File: src/rtl/alu_apb_regif.sv
// APB3 register front-end for the ALU core: operand/opcode registers, launch FSM with timeout, sticky status.
// Optional macro ALU_REGIF_PSLVERR_EN enables pslverr responses for illegal accesses.
module alu_apb_regif #(
    parameter int DATA_W  = 32,
    parameter int ADDR_W  = 32,
    parameter int OPC_W   = 4,
    parameter int TIMEOUT = 64
) (
    input  logic              clk,
    input  logic              reset_n,
    input  logic              psel,
    input  logic              penable,
    input  logic              pwrite,
    input  logic [ADDR_W-1:0] paddr,
    input  logic [DATA_W-1:0] pwdata,
    output logic [DATA_W-1:0] prdata,
    output logic              pready,
    output logic              pslverr,
    output logic              alu_start,
    output logic [DATA_W-1:0] alu_opa,
    output logic [DATA_W-1:0] alu_opb,
    output logic [OPC_W-1:0]  alu_opcode,
    input  logic              alu_done,
    input  logic [DATA_W-1:0] alu_result,
    input  logic              alu_ovf
);

    localparam int CNT_W = $clog2(TIMEOUT + 1);

    typedef enum logic [1:0] {
        IDLE   = 2'd0,
        LAUNCH = 2'd1,
        WAIT   = 2'd2
    } state_t;

    state_t state_reg, state_next;
    logic [CNT_W-1:0] cnt_reg, cnt_next;

    logic [DATA_W-1:0] opa_reg, opb_reg, result_reg;
    logic [DATA_W-1:0] alu_opa_reg, alu_opb_reg;
    logic [OPC_W-1:0]  alu_opcode_reg;
    logic done_reg, ovf_reg, err_busy_reg, timeout_reg;

    // Address decode: only word indices 0..7 with zero upper bits are candidates.
    logic       upper_ok;
    logic [2:0] idx;
    logic       sel_opa, sel_opb, sel_status, sel_result, sel_go;

    assign upper_ok   = (paddr[ADDR_W-1:3] == '0);
    assign idx        = paddr[2:0];
    assign sel_opa    = upper_ok && (idx == 3'd0);
    assign sel_opb    = upper_ok && (idx == 3'd1);
    assign sel_status = upper_ok && (idx == 3'd4);
    assign sel_result = upper_ok && (idx == 3'd5);
    assign sel_go     = upper_ok && (idx == 3'd6);

    logic busy, access, result_stall, commit, wr_commit, rd_commit;
    logic go_accept, go_busy;
    logic capture, timed_out;
    logic [4:1] w1c;

    assign busy         = (state_reg != IDLE);
    assign access       = psel && penable;
    // A RESULT read during an operation is held off until the FSM is back in IDLE.
    assign result_stall = access && !pwrite && sel_result && busy;
    assign pready       = !result_stall;
    assign commit       = access && pready;
    assign wr_commit    = commit && pwrite;
    assign rd_commit    = commit && !pwrite;
    assign go_accept    = wr_commit && sel_go && (state_reg == IDLE);
    assign go_busy      = wr_commit && sel_go && busy;
    assign w1c          = (wr_commit && sel_status) ? pwdata[4:1] : 4'b0000;

    assign alu_start  = (state_reg == LAUNCH);
    assign alu_opa    = alu_opa_reg;
    assign alu_opb    = alu_opb_reg;
    assign alu_opcode = alu_opcode_reg;

`ifdef ALU_REGIF_PSLVERR_EN
    logic err_access;
    always_comb begin
        err_access = 1'b0;
        if (!(sel_opa || sel_opb || sel_status || sel_result || sel_go))
            err_access = 1'b1;
        else if (pwrite && sel_result)
            err_access = 1'b1;
        else if (!pwrite && sel_go)
            err_access = 1'b1;
        else if (pwrite && sel_go && busy)
            err_access = 1'b1;
    end
    assign pslverr = commit && err_access;
`else
    assign pslverr = 1'b0;
`endif

    // Read data is combinational and only non-zero on the completing cycle of a read.
    always_comb begin
        prdata = '0;
        if (rd_commit) begin
            if (sel_opa)
                prdata = opa_reg;
            else if (sel_opb)
                prdata = opb_reg;
            else if (sel_status)
                prdata = DATA_W'({timeout_reg, err_busy_reg, ovf_reg, done_reg, busy});
            else if (sel_result)
                prdata = result_reg;
        end
    end

    always_comb begin
        state_next = state_reg;
        cnt_next   = cnt_reg;
        capture    = 1'b0;
        timed_out  = 1'b0;
        case (state_reg)
            IDLE: begin
                if (go_accept)
                    state_next = LAUNCH;
            end
            LAUNCH: begin
                state_next = WAIT;
                cnt_next   = '0;
            end
            WAIT: begin
                if (alu_done) begin
                    state_next = IDLE;
                    capture    = 1'b1;
                end else if (cnt_reg == CNT_W'(TIMEOUT - 1)) begin
                    state_next = IDLE;
                    timed_out  = 1'b1;
                end else begin
                    cnt_next = cnt_reg + 1'b1;
                end
            end
            default: state_next = IDLE;
        endcase
    end

    always_ff @(posedge clk or negedge reset_n) begin
        if (!reset_n) begin
            state_reg <= IDLE;
            cnt_reg   <= '0;
        end else begin
            state_reg <= state_next;
            cnt_reg   <= cnt_next;
        end
    end

    always_ff @(posedge clk or negedge reset_n) begin
        if (!reset_n) begin
            opa_reg        <= '0;
            opb_reg        <= '0;
            result_reg     <= '0;
            alu_opa_reg    <= '0;
            alu_opb_reg    <= '0;
            alu_opcode_reg <= '0;
        end else begin
            if (wr_commit && sel_opa)
                opa_reg <= pwdata;
            if (wr_commit && sel_opb)
                opb_reg <= pwdata;
            if (go_accept) begin
                alu_opa_reg    <= opa_reg;
                alu_opb_reg    <= opb_reg;
                alu_opcode_reg <= pwdata[OPC_W-1:0];
            end
            if (capture)
                result_reg <= alu_result;
        end
    end

    // Sticky status bits: a set in the same cycle as a write-1-clear wins.
    always_ff @(posedge clk or negedge reset_n) begin
        if (!reset_n) begin
            done_reg     <= 1'b0;
            ovf_reg      <= 1'b0;
            err_busy_reg <= 1'b0;
            timeout_reg  <= 1'b0;
        end else begin
            if (capture)
                done_reg <= 1'b1;
            else if (go_accept || w1c[1])
                done_reg <= 1'b0;

            if (capture && alu_ovf)
                ovf_reg <= 1'b1;
            else if (go_accept || w1c[2])
                ovf_reg <= 1'b0;

            if (go_busy)
                err_busy_reg <= 1'b1;
            else if (w1c[3])
                err_busy_reg <= 1'b0;

            if (timed_out)
                timeout_reg <= 1'b1;
            else if (w1c[4])
                timeout_reg <= 1'b0;
        end
    end

endmodule

File: config.mk
export PLATFORM = sky130hd
export DESIGN_NAME = alu_apb_regif
export DESIGN_NICKNAME = d
export VERILOG_FILES = /design/src/rtl/alu_apb_regif.sv
export SDC_FILE = /design/constraint.sdc
export NUM_CORES = 1
export LEC_CHECK = 0
export ABC_AREA = 0
export CAP_MARGIN = 0
export CORE_ASPECT_RATIO = 1.2
export CORE_MARGIN = 3
export CORE_UTILIZATION = 50
export DETAILED_ROUTE_END_ITERATION = 7
export DONT_BUFFER_PORTS = 1
export SKIP_LAST_GASP = 1
export SLEW_MARGIN = 20
export SYNTH_ARGS = -nofsm -noshare
export SYNTH_HDL_FRONTEND = slang
export SYNTH_SLANG_ARGS = --single-unit
File: constraint.sdc
create_clock -name clk -period 5.75 [get_ports clk]
set_input_delay 1.15 -clock clk [delete_from_list [all_inputs] [get_ports clk]]
set_output_delay 1.15 -clock clk [all_outputs]
set_load 0.01 [all_outputs]
==> metrics, run 1 <==
final max-slew violation count=0; Worst Skew=0.007326 ns; Synth area leader=dfrtp_1; final setup vio count=0; gpl congestion=0.7775; Seq pwr share=0.517; pre-CTS setup slack=1.222 ns; Worst-path clk slew=0.07 ns; setup ws final=1.219 ns; DIE WIDTH=120.0 um; TritonCTS Sinks=177; CTS HTree Levels=4; clk root buf=clkbuf_16; Tmin final=4.531 ns; Pleak=4.103 nW; Synth top area share=0.5683; synth warn=0; CTS tree=done; f_max=0.2207 GHz; worst reg-to-reg setup slack=2.84 ns; Synth Flop Type=dfrtp_1; status=finished, final reports clean; post-synthesis cell count=601; vias in the first global route=5013; GRT Residual Overflow=0; RR Endpoint=alu_opa[27]$_DFFE_PN0P_; maximum vdd drop=0.0001985 V; GRT Overall Usage=0.2155; Initial Util=0.5147; first-pass GRT wire length=28.41 mm; synthesized area=7794 um2; Critical Path AT=3.38 ns; routed vias/inst=5.837; Synth top cells by count=dfrtp_1, mux2_2, nor2_1, mux2_1, mux2i_1; # diodes=0; Syn Area/Cell=12.97 um2; Logic pwr share=0.056; CP Capture Type=output port; DRT iter0 DRCs=289; CTS resizes=0; DR vias=4728; initial antenna violation count=0; Reg-to-Reg Start=state_reg[0]$_DFFE_PN0P_; # Post-CTS Setup Buffers=0; placed cell area=7976 um2; fill cell count=1320; Switch Pwr=0.6017 mW; ranking of synthesized cells by area=dfrtp_1, mux2_2, mux2_1, mux2i_1, nor2_1; worst reg2reg path depth=6; switching share of power=0.2237; power density cells=314.0 nW/um2; number of synthesized flops with an enable pin=0; setup TNS=0 ns; Syn Nets=708; clk buf depth=2; antenna-violating nets left=0; critical path type=in2out; startpoint types=input pin; sequential area share after synthesis=0.5683; fin crit share=0.7880; Std-Cell Core Area=15140 um2; max_slew headroom=0.2940; dpl hpwl=12.09 mm; DIE HEIGHT=142.8 um; Async S/R FF share, synth=1.000; die area=17130 um2; Yosys reg bits=177; largest net degree at the start of global routing=178; design internal power=2.088 mW; unrepaired setup endpoints after global routing=no; Core Rows=49; Fin. Hold Viols=0; share of cells above drive strength 1=0.2937; worst path required time=4.60 ns; I/O pin cnt=206; Clock Power Share=0.427; Post-route DRC=0; CTS hold repair buffers=0; worst min-delay path category=in2async; Worst Max-Slew Pin Slew=1.055 ns; TritonRoute pass-1 iters=4; Num CTS Buffers=17; post-route cell area=8567 um2; count leader, synth=dfrtp_1; max_cap viols=0; Layout Nets=701; Crit Path Max Fanout=17; area grow syn2layout=9.921%; Worst-Skew Late Latency=0.42 ns; total wire length=18.14 mm; Port-buffer cells=0; routed len/inst=22.39 um; Yosys cell types=43
## per-stage QoR
stage,utilization,instances,hold slack (ns),power [mW]
global placement,0.5267,779,0.4646,1.553
detailed placement,0.5267,779,0.4781,1.563
CTS,0.5657,810,0.3961,2.723
global route,0.5657,810,0.3894,2.800
finish,0.5657,810,0.4169,2.690
floorplan,-,601,0.4484,1.534
## routing by layer
| metal | routed length, um | vias up | track usage |
|---|---|---|---|
| met3 | 1593 | 15 | 0.09311 |
| li1 | - | 2130 | - |
| met5 | 0 | - | 0 |
| met2 | 8825 | 153 | 0.3523 |
| met1 | 7506 | 2430 | 0.2644 |
| met4 | 213 | 0 | 0.05669 |
## final cells by class
cell class | count | area [um2] | share of cell area
Inverter | 7 | 26.28 | 0.003067
Clock buffer | 18 | 439.2 | 0.05126
Multi-Input combinational cell | 380 | 3183 | 0.3715
Tap cell | 204 | 255.2 | 0.02979
Clock inverter | 13 | 151.4 | 0.01767
Timing Repair Buffer | 11 | 82.58 | 0.009639
Sequential cell | 177 | 4429 | 0.5170
## cell usage in the layout (no fill, tap or decap), types with 2 or more instances in the layout
| master | synthesis | final |
|---|---|---|
| dfrtp_1 | 177 | 177 |
| mux2_2 | 131 | 131 |
| nor2_1 | 64 | 64 |
| mux2_1 | 33 | 33 |
| mux2i_1 | 31 | 31 |
| a21oi_1 | 30 | 30 |
| nand2_1 | 18 | 17 |
| clkbuf_16 | 0 | 17 |
| buf_4 | 6 | 11 |
| nor4_1 | 8 | 8 |
| nand3_1 | 8 | 8 |
| inv_1 | 7 | 7 |
| o21ai_0 | 7 | 7 |
| a211oi_1 | 6 | 6 |
| ha_1 | 4 | 4 |
| nor2b_1 | 3 | 3 |
| nand4_1 | 3 | 3 |
| nor3_1 | 3 | 3 |
| or4_1 | 3 | 3 |
| o41ai_1 | 3 | 3 |
| inv_6 | 0 | 3 |
| nor4_4 | 0 | 2 |
| nand3b_1 | 2 | 2 |
| a32o_1 | 2 | 2 |
| a21boi_0 | 2 | 2 |
| clkinv_2 | 0 | 2 |
| clkinvlp_4 | 0 | 2 |
| bufinv_16 | 0 | 2 |
| clkinv_4 | 0 | 2 |
| inv_8 | 0 | 2 |
## power by group through the flow
stage | logic (mW) | registers [mW] | clock network, mW
2_1_floorplan | 0.137 | 1.40 | 0
3_3_place_gp | 0.145 | 1.41 | 0
3_5_place_dp | 0.152 | 1.41 | 0
4_1_cts | 0.152 | 1.39 | 1.18
5_1_grt | 0.165 | 1.40 | 1.24
6_report | 0.151 | 1.39 | 1.15
## cell families after synthesis
group           share of synthesized area
simple gates                      0.07465
mux                                0.2768
fa+ha+maj                        0.006422
flops                              0.5683
buf+inv                           0.02585
other cells                     0.0004812
compound gates                    0.04752
## critical path, stage by stage
cell      delay (ns)
nor4_1          0.26
nand4_1         0.12
buf_4           0.21
or4b_1          0.85
buf_4           0.35
a211oi_1        0.42
## worst max path at each step
stage / start / end / depth (start not counted)
2_1_floorplan: paddr[0] / prdata[1] / 8
3_3_place_gp: paddr[11] / prdata[4] / 6
3_5_place_dp: paddr[11] / prdata[4] / 6
4_1_cts: paddr[11] / prdata[4] / 6
5_1_grt: paddr[3] / prdata[4] / 6
6_report: paddr[11] / prdata[4] / 6
No activity file was read; power rests on OpenSTA's default activity.
==> run 2: changes to the inputs <==
- clock period: 5.75 -> 4.29 ns (I/O delays scaled with it)
==> run 2 against run 1 <==
Against the previous run:
- worst hold slack got worse by 0.30 ns
- clock power up 30%
- non-clock buffer count grew 30
- via count rose by 1.7%
- sequential share of layout area shrank 1.3 points
- critical endpoint is now prdata[0]
- largest cell class unchanged
- highest routed layer is now met5
==> metrics, run 2 (same netlist as run 1, synthesis figures left out) <==
Tmin final=3.700 ns; multi-input logic area=3183 um2 (unchanged); worst reg-to-reg setup slack=2.09 ns (-0.75 ns); routed vias/inst=5.729 (-1.8%); CTS hold repair buffers=0 (unchanged); Port-buffer cells=0 (unchanged); Std-Cell Core Area=15140 um2 (unchanged); DIE WIDTH=120.0 um (unchanged); RR Endpoint=alu_opa[9]$_DFFE_PN0P_; worst reg2reg path depth=6 (unchanged); setup TNS=0 ns (unchanged); antenna-violating nets left=0 (unchanged); pre-CTS setup slack=0.5908 ns (-0.6308 ns); fin crit share=0.8625; largest net degree at the start of global routing=178 (unchanged); Seq pwr share=0.523 (+0.006); clk root buf=clkbuf_16; area grow syn2layout=12.65%; Worst-Skew Late Latency=0.42 ns (about the same); TritonCTS Sinks=177 (unchanged); setup ws final=0.5901 ns (-0.6290 ns); design internal power=2.773 mW (+33%); most common cell after layout, fill and taps aside=dfrtp_1; max_slew headroom=0.6080 (+0.3140); Clock Power Share=0.421 (-0.006); startpoint types=register; DR vias=4807 (+1.7%); critical path type=reg2out; worst min-delay path category=in2async; Logic pwr share=0.056 (about the same); switching share of power=0.2216 (-0.002086); gpl congestion=0.7315 (-5.9%); CTS resizes=0 (unchanged); f_max=0.2703 GHz; Switch Pwr=0.7894 mW (+31%); fill cell count=1305 (-1.1%); Worst Max-Slew Pin Slew=0.5880 ns (-0.4672 ns); CP Capture Type=output port; share of cells above drive strength 1=0.3244 (+0.03068); vias in the first global route=5061 (+0.96%); DIE HEIGHT=142.8 um (unchanged); unrepaired setup endpoints after global routing=no; CTS tree=done; Core Rows=49 (unchanged); initial antenna violation count=2 (+2); Critical Path AT=2.84 ns (-0.54 ns); Num CTS Buffers=17 (unchanged); # diodes=0 (unchanged); TritonRoute pass-1 iters=4 (unchanged); maximum vdd drop=0.0002751 V (+39%); Final Util=0.5798 (+0.01405); fin cells=839 (+3.6%); I/O pin cnt=206 (unchanged); Reg-to-Reg Start=state_reg[0]$_DFFE_PN0P_; first-pass GRT wire length=28.11 mm (-1.0%); Worst Skew=0.009756 ns (+0.002430 ns); Post-route DRC=0 (unchanged); final setup vio count=0 (unchanged); worst path required time=3.43 ns (-1.17 ns); total area of sequential cells=4429 um2 (unchanged); Initial Util=0.5147 (unchanged); die area=17130 um2 (unchanged); max_cap viols=0 (unchanged); total wire length=18.12 mm (about the same); clk buf depth=2 (unchanged); Fin. Hold Viols=0 (unchanged); Layout Nets=731 (+4.3%); power density cells=405.7 nW/um2 (+29%); Pleak=4.255 nW (+3.7%); routed len/inst=21.60 um (-3.6%); dpl cells=809 (+3.9%); Crit Path Max Fanout=22 (+5); CTS HTree Levels=4 (unchanged); GRT Residual Overflow=0 (unchanged); # Post-CTS Setup Buffers=0 (unchanged); dpl hpwl=11.66 mm (-3.5%); DRT iter0 DRCs=270 (-6.6%); status=finished, final reports clean; final max-slew violation count=0 (unchanged); most frequent cells in the layout=dfrtp_1, mux2_2, nor2_1; GRT Overall Usage=0.2118 (-0.003710); Worst-path clk slew=0.07 ns (about the same)
run 2: worst max path at each step:
stage,startpoint,to,slack [ns],cells after the start
after floorplan,paddr[0],prdata[1],0.88,8
after global placement,paddr[7],prdata[0],0.64,6
after global routing,state_reg[0]$_DFFE_PN0P_,prdata[0],0.46,7
final,state_reg[0]$_DFFE_PN0P_,prdata[0],0.59,7
after detailed placement,paddr[23],prdata[0],0.59,6
after CTS,state_reg[0]$_DFFE_PN0P_,prdata[0],0.57,7
run 2: cell type report:
class,count,area share
flip-flops and latches,177,0.5045
multi-input cells,380,0.3625
clock buffers,18,0.04888
repair buffers,41,0.03648
well taps,204,0.02907
clock inverters,12,0.01553
inverters,7,0.002993
run 2: routing by layer:
layer / GRT usage / vias to the layer above / share of wire
li1: - / 2176 / -
met1: 0.2537 / 2432 / 0.40
met2: 0.3549 / 168 / 0.50
met3: 0.08082 / 27 / 0.084
met4: 0.06815 / 4 / 0.015
met5: 0 / - / 0.0015
run 2: per-stage QoR:
step           total power, mW  area (um2)  hold slack, ns
3_5_place_dp             2.093        8214          0.4748
4_1_cts                  3.601        8780          0.1080
2_1_floorplan            2.055        7794          0.4484
5_1_grt                  3.706        8780          0.1042
6_report                 3.562        8780          0.1210
3_3_place_gp             2.079        8214          0.4656
run 2: power groups by stage:
stage                     combinational (mW)  sequential, mW  clock [mW]
after detailed placement               0.200            1.89           0
after CTS                              0.201            1.86        1.54
final                                  0.198            1.86        1.50
after floorplan                        0.184            1.87           0
after global placement                 0.192            1.89           0
after global routing                   0.221            1.88        1.61
run 2: critical path: stages, from the launching register on:
cell and delay (ns):
dfrtp_1 0.40, inv_1 0.08, ha_1 0.32, nor2b_1 0.10, or4b_1 0.78, buf_4 0.33
a211oi_1 0.23, buf_4 0.17
==> RTL edit 1 (flow settings as in run 1) <==
The parameter `OPC_W` goes from 4 to 5.
--- a/src/rtl/alu_apb_regif.sv
+++ b/src/rtl/alu_apb_regif.sv
@@ -5,3 +5,3 @@
     parameter int ADDR_W  = 32,
-    parameter int OPC_W   = 4,
+    parameter int OPC_W   = 5,
     parameter int TIMEOUT = 64
Ports: changed (resized alu_opcode); port bits go from 206 to 207. No check against the original RTL was run, so the function may have changed too.
==> RTL edit 1 against run 1 <==
- clock skew is essentially flat
- clock power grew 4%
- area after synthesis grew 0.48%
- count of clock-buffer cells in the layout stayed put
- non-clock buffer count rose by 1
- sequential cell count grew 1
- core utilization increased by 0.44 points
- worst setup slack got worse by 0.037 ns
- highest routed layer unchanged
- critical path depth increased by 1
- design area is 0.77% higher
- power rose by 2.1%
- largest cell class unchanged
- wire length is 0.89% lower
==> RTL edit 1: results (changes against run 1) <==
cells_and_area:
  drive_above_1_share: 0.284  # -0.00966
  fin_cells: 813  # +0.37%
  fin_nets: 704  # +0.43%
  n_fill_cell: 1295  # -1.9%
timing:
  hold-worst-slack_ns: 0.421  # +0.00408 ns
  layout_min_cycle_time_ns: 4.57  # +0.0372 ns
  slew_headroom: 0.357  # +0.0633
  clock_skew_ns: 0.00755  # +0.000222 ns
grt:
  grt_pass1_wl_mm: 28.5  # +0.27%
  grt_max_degree: 179  # +0.56%
  grt_pass1_vias: 5124  # +2.2%
  grt_use_total: 0.214  # -0.00109
synthesis:
  synth_nets: 710  # +0.28%
  synth_mux_area_frac: 0.277  # about the same
  synth-compound-area-share: 0.0473  # -0.000228
  synth_area_leaders: "dfrtp_1 57%, mux2_2 18%, mux2_1 5.8%"
  ys_types: 44  # +2.3%
drt:
  dr.first_iter.drc_count: 267  # -7.6%
  wl_mm: 18.0  # -0.89%
place:
  place_inst: 782  # +0.39%
  place_area_um2: 8020  # +0.55%
  pre_cts_ws_ns: 1.16  # -0.0620 ns
worst_setup_path:
  rr_worst_depth: 7  # +1
  critPathCapture: "prdata[0]"
  ff2ff_setup_slack_ns: 2.97  # +0.13 ns
  crit_path_max_incr_delay_ns: 0.91  # +0.06 ns
  regToRegStartpoint: "state_reg[0]$_DFFE_PN0P_"
  startpoint: "paddr[7]"
  r2r-end: "cnt_reg[5]$_DFFE_PN0P_"
  crit_arrival_ns: 3.42  # +0.04 ns
power_and_ir_drop:
  irDropWorstVdd_uv: 168  # -16%
  power.leakage_uw: 0.00415  # +1.0%
floorplanning:
  start_util: 0.517  # +0.00248
outcome:
  status: "complete, no violations"
RTL edit 1: cell types whose count changed after synthesis, sizes merged:
cell,change
buf,-1
clkbuf,+1
dfrtp,+1
mux2,+1
RTL edit 1: layout make-up:
class	instances	share of cell area
clock buffer	18	0.0509
clock inverter	13	0.0201
inverter	7	0.00304
multi-input combinational	381	0.370
sequential	178	0.516
tap	204	0.0296
timing repair buffer	12	0.0104
RTL edit 1: worst max-delay path: cells and delay by family:
| family | cells | cell delay, ns |
|---|---|---|
| compound gates | 1 | 0.19 |
| buf+inv | 3 | 0.75 |
| simple gates | 3 | 1.32 |
RTL edit 1: routing by layer:
layer  wire [um]  vias to the layer above  track usage
met4         361                        0       0.0788
li1            -                     2134            -
met5           0                        -            0
met1        7290                     2444        0.261
met2        8760                      158        0.348
met3        1570                       21       0.0856
RTL edit 1: power by group:
group	internal (uW)	total [uW]	leakage, uW	switching, uW
logic	92.6	148	0.00144	55.8
registers	1340	1400	0.00241	52.5
clock network	703	1200	0.000296	499
total	2140	2750	0.00415	608
==> RTL edit 2 (config.mk and constraints of run 1) <==
Without the edit above. Encoding of `state_t`: now one-hot (3 bits for 3 states).
--- a/src/rtl/alu_apb_regif.sv
+++ b/src/rtl/alu_apb_regif.sv
@@ -29,6 +29,6 @@
 
-    typedef enum logic [1:0] {
-        IDLE   = 2'd0,
-        LAUNCH = 2'd1,
-        WAIT   = 2'd2
+    typedef enum logic [2:0] {
+        IDLE   = 3'b001,
+        LAUNCH = 3'b010,
+        WAIT   = 3'b100
     } state_t;
Check against the original RTL: same outputs for any inputs over 4 cycles, from zero or initial values and one cycle with reset_n low; so few cycles prove little.
==> RTL edit 2 against run 1 <==
- clock skew down 0.0015 ns
- core utilization down 0.52 points
- sequential cell count grew 1
- worst hold slack better by 0.0029 ns
- wire length is 3.7% lower
- count of clock-buffer cells in the layout rose by 3
- design area shrank 1.3%
- via count fell by 3.4%
- worst setup slack worse by 0.080 ns
- area after synthesis down 0.72%
- global-route usage down 0.71 points
- critical path type unchanged
- largest cell class unchanged
Power is not compared: it rests on default switching activity, and its combinational part moved more than twofold at a synthesized area within 25%.
==> RTL edit 2: results (changes against run 1) <==
worst_setup_path:
  crit_arrival_ns: 3.46  # +0.08 ns
  regToRegStartpoint: "state_reg[0]$_DFFE_PN1P_"
  crit_fanout: 17  # unchanged
  rr_worst_depth: 5  # -1
  r2r-end: "alu_opb[24]$_DFFE_PN0P_"
  ff2ff_setup_slack_ns: 3.16  # +0.32 ns
  startpoint: "paddr[19]"
clock_network:
  cts_resized: 0  # unchanged
  clk_path_buf_depth: 2  # unchanged
  root_buffer: "clkbuf_16"
  post-cts-setup-buffers: 0  # unchanged
  clk_latency_ns: 0.42  # about the same
  clkTransAtPathRegs_ns: 0.06
  cts_buffers: 17  # unchanged
  cts_htree_levels: 4  # unchanged
synthesis:
  yosysWarnings: 0  # unchanged
  syn_area_per_cell_um2: 13.5  # +3.8%
  synth_nets: 679  # -4.1%
  ys_async_sr_fraction: 1.00  # unchanged
  netlist_top_cells_count: "177 x dfrtp_1, 154 x mux2_2, 63 x nor2_1"
  yosysSeqAreaShare: 0.576  # +0.00753
  synth_flop_cell: "dfrtp_1"
  synth_area_leaders: "dfrtp_1 57%, mux2_2 22%, mux2i_1 3.6%"
  ys_types: 41  # -4.7%
place:
  place_area_um2: 7900  # -1.0%
  port_buffers: 0  # unchanged
  place_inst: 755  # -3.1%
  pre_cts_ws_ns: 1.11  # -0.111 ns
  gp_congestion: 0.778  # +0.10%
  dp_hpwl_mm: 11.9  # -1.8%
grt:
  grt_pass1_vias: 5035  # +0.44%
  antenna_found_initial: 0  # unchanged
  grt_max_degree: 179  # +0.56%
  grt_pass1_wl_mm: 27.4  # -3.7%
  grt_use_total: 0.208  # -0.00714
drt:
  dr.first_iter.drc_count: 214  # -26%
  dr.pass1.iters: 4  # unchanged
  wire_per_inst_um: 22.2  # -0.79%
  num_vias: 4567  # -3.4%
timing:
  clock_skew_ns: 0.00583  # -0.00150 ns
  tightest_slew_ns: 0.773  # -0.282 ns
cells_and_area:
  num_antenna_cells: 0  # unchanged
  fin_nets: 674  # -3.9%
  fin_cells: 786  # -3.0%
  drive_above_1_share: 0.349  # +0.0551
  n_fill_cell: 1309  # -0.83%
power_and_ir_drop:
  seqPwrFrac: 0.530
  power.leakage_uw: 0.00404
  pg_comb_uw: 38.9
  p_sw_uw: 484
  irDropWorstVdd_uv: 180
outcome:
  status: "complete, no violations"
min_path:
  hp-class: "in2async"
-- RTL edit 2: stage by stage --
stage                     power, uW   util  hold slack [ns]
final                          2410  0.561            0.420
after global routing           2500  0.561            0.394
after CTS                      2450  0.560            0.400
after detailed placement       1340  0.524            0.480
after global placement         1340  0.524            0.475
after floorplan                1340      -            0.449
-- RTL edit 2: final cells by class --
cell class	count	area, um2	area share
Sequential cell	178	4460	0.527
Multi-Input combinational cell	357	3090	0.366
Clock buffer	21	440	0.0521
Tap cell	204	255	0.0302
Clock inverter	10	113	0.0133
Timing Repair Buffer	10	75.1	0.00888
Inverter	6	22.5	0.00266
-- RTL edit 2: cell families (layout without fill, tap and decap cells) --
kind of cell               after synthesis  after routing  share of synthesized area
and+or+nand+nor                        111            111                     0.0715
buffers and inverters                   40             47                     0.0280
other                                    1              1                   0.000485
adders and majority gates                1              1                    0.00162
muxes                                  196            196                      0.287
DFF                                    178            178                      0.576
AOI/OAI and AO/OA                       48             48                     0.0361
-- RTL edit 2: metal layers --
layer | share of wire | GRT usage | vias up
li1 | - | - | 2040
met1 | 0.40 | 0.244 | 2368
met2 | 0.51 | 0.360 | 131
met3 | 0.069 | 0.0736 | 28
met4 | 0.017 | 0.0676 | 0
met5 | 0 | 0 | -
-- RTL edit 2: worst max-delay path, cell delays in order --
cell and delay [ns]:
nor4_1 0.34, nand4_2 0.39, or4b_1 0.94, buf_4 0.36
nor2b_1 0.25
-- RTL edit 2: how the worst max path moves through the flow --
stage                           end  slack, ns  depth (start not counted)
after floorplan           prdata[0]       1.68                          6
after global placement    prdata[4]       1.20                          5
after detailed placement  prdata[3]       1.11                          5
after CTS                 prdata[3]       1.11                          5
after global routing      prdata[3]       0.88                          5
final                     prdata[3]       1.14                          5
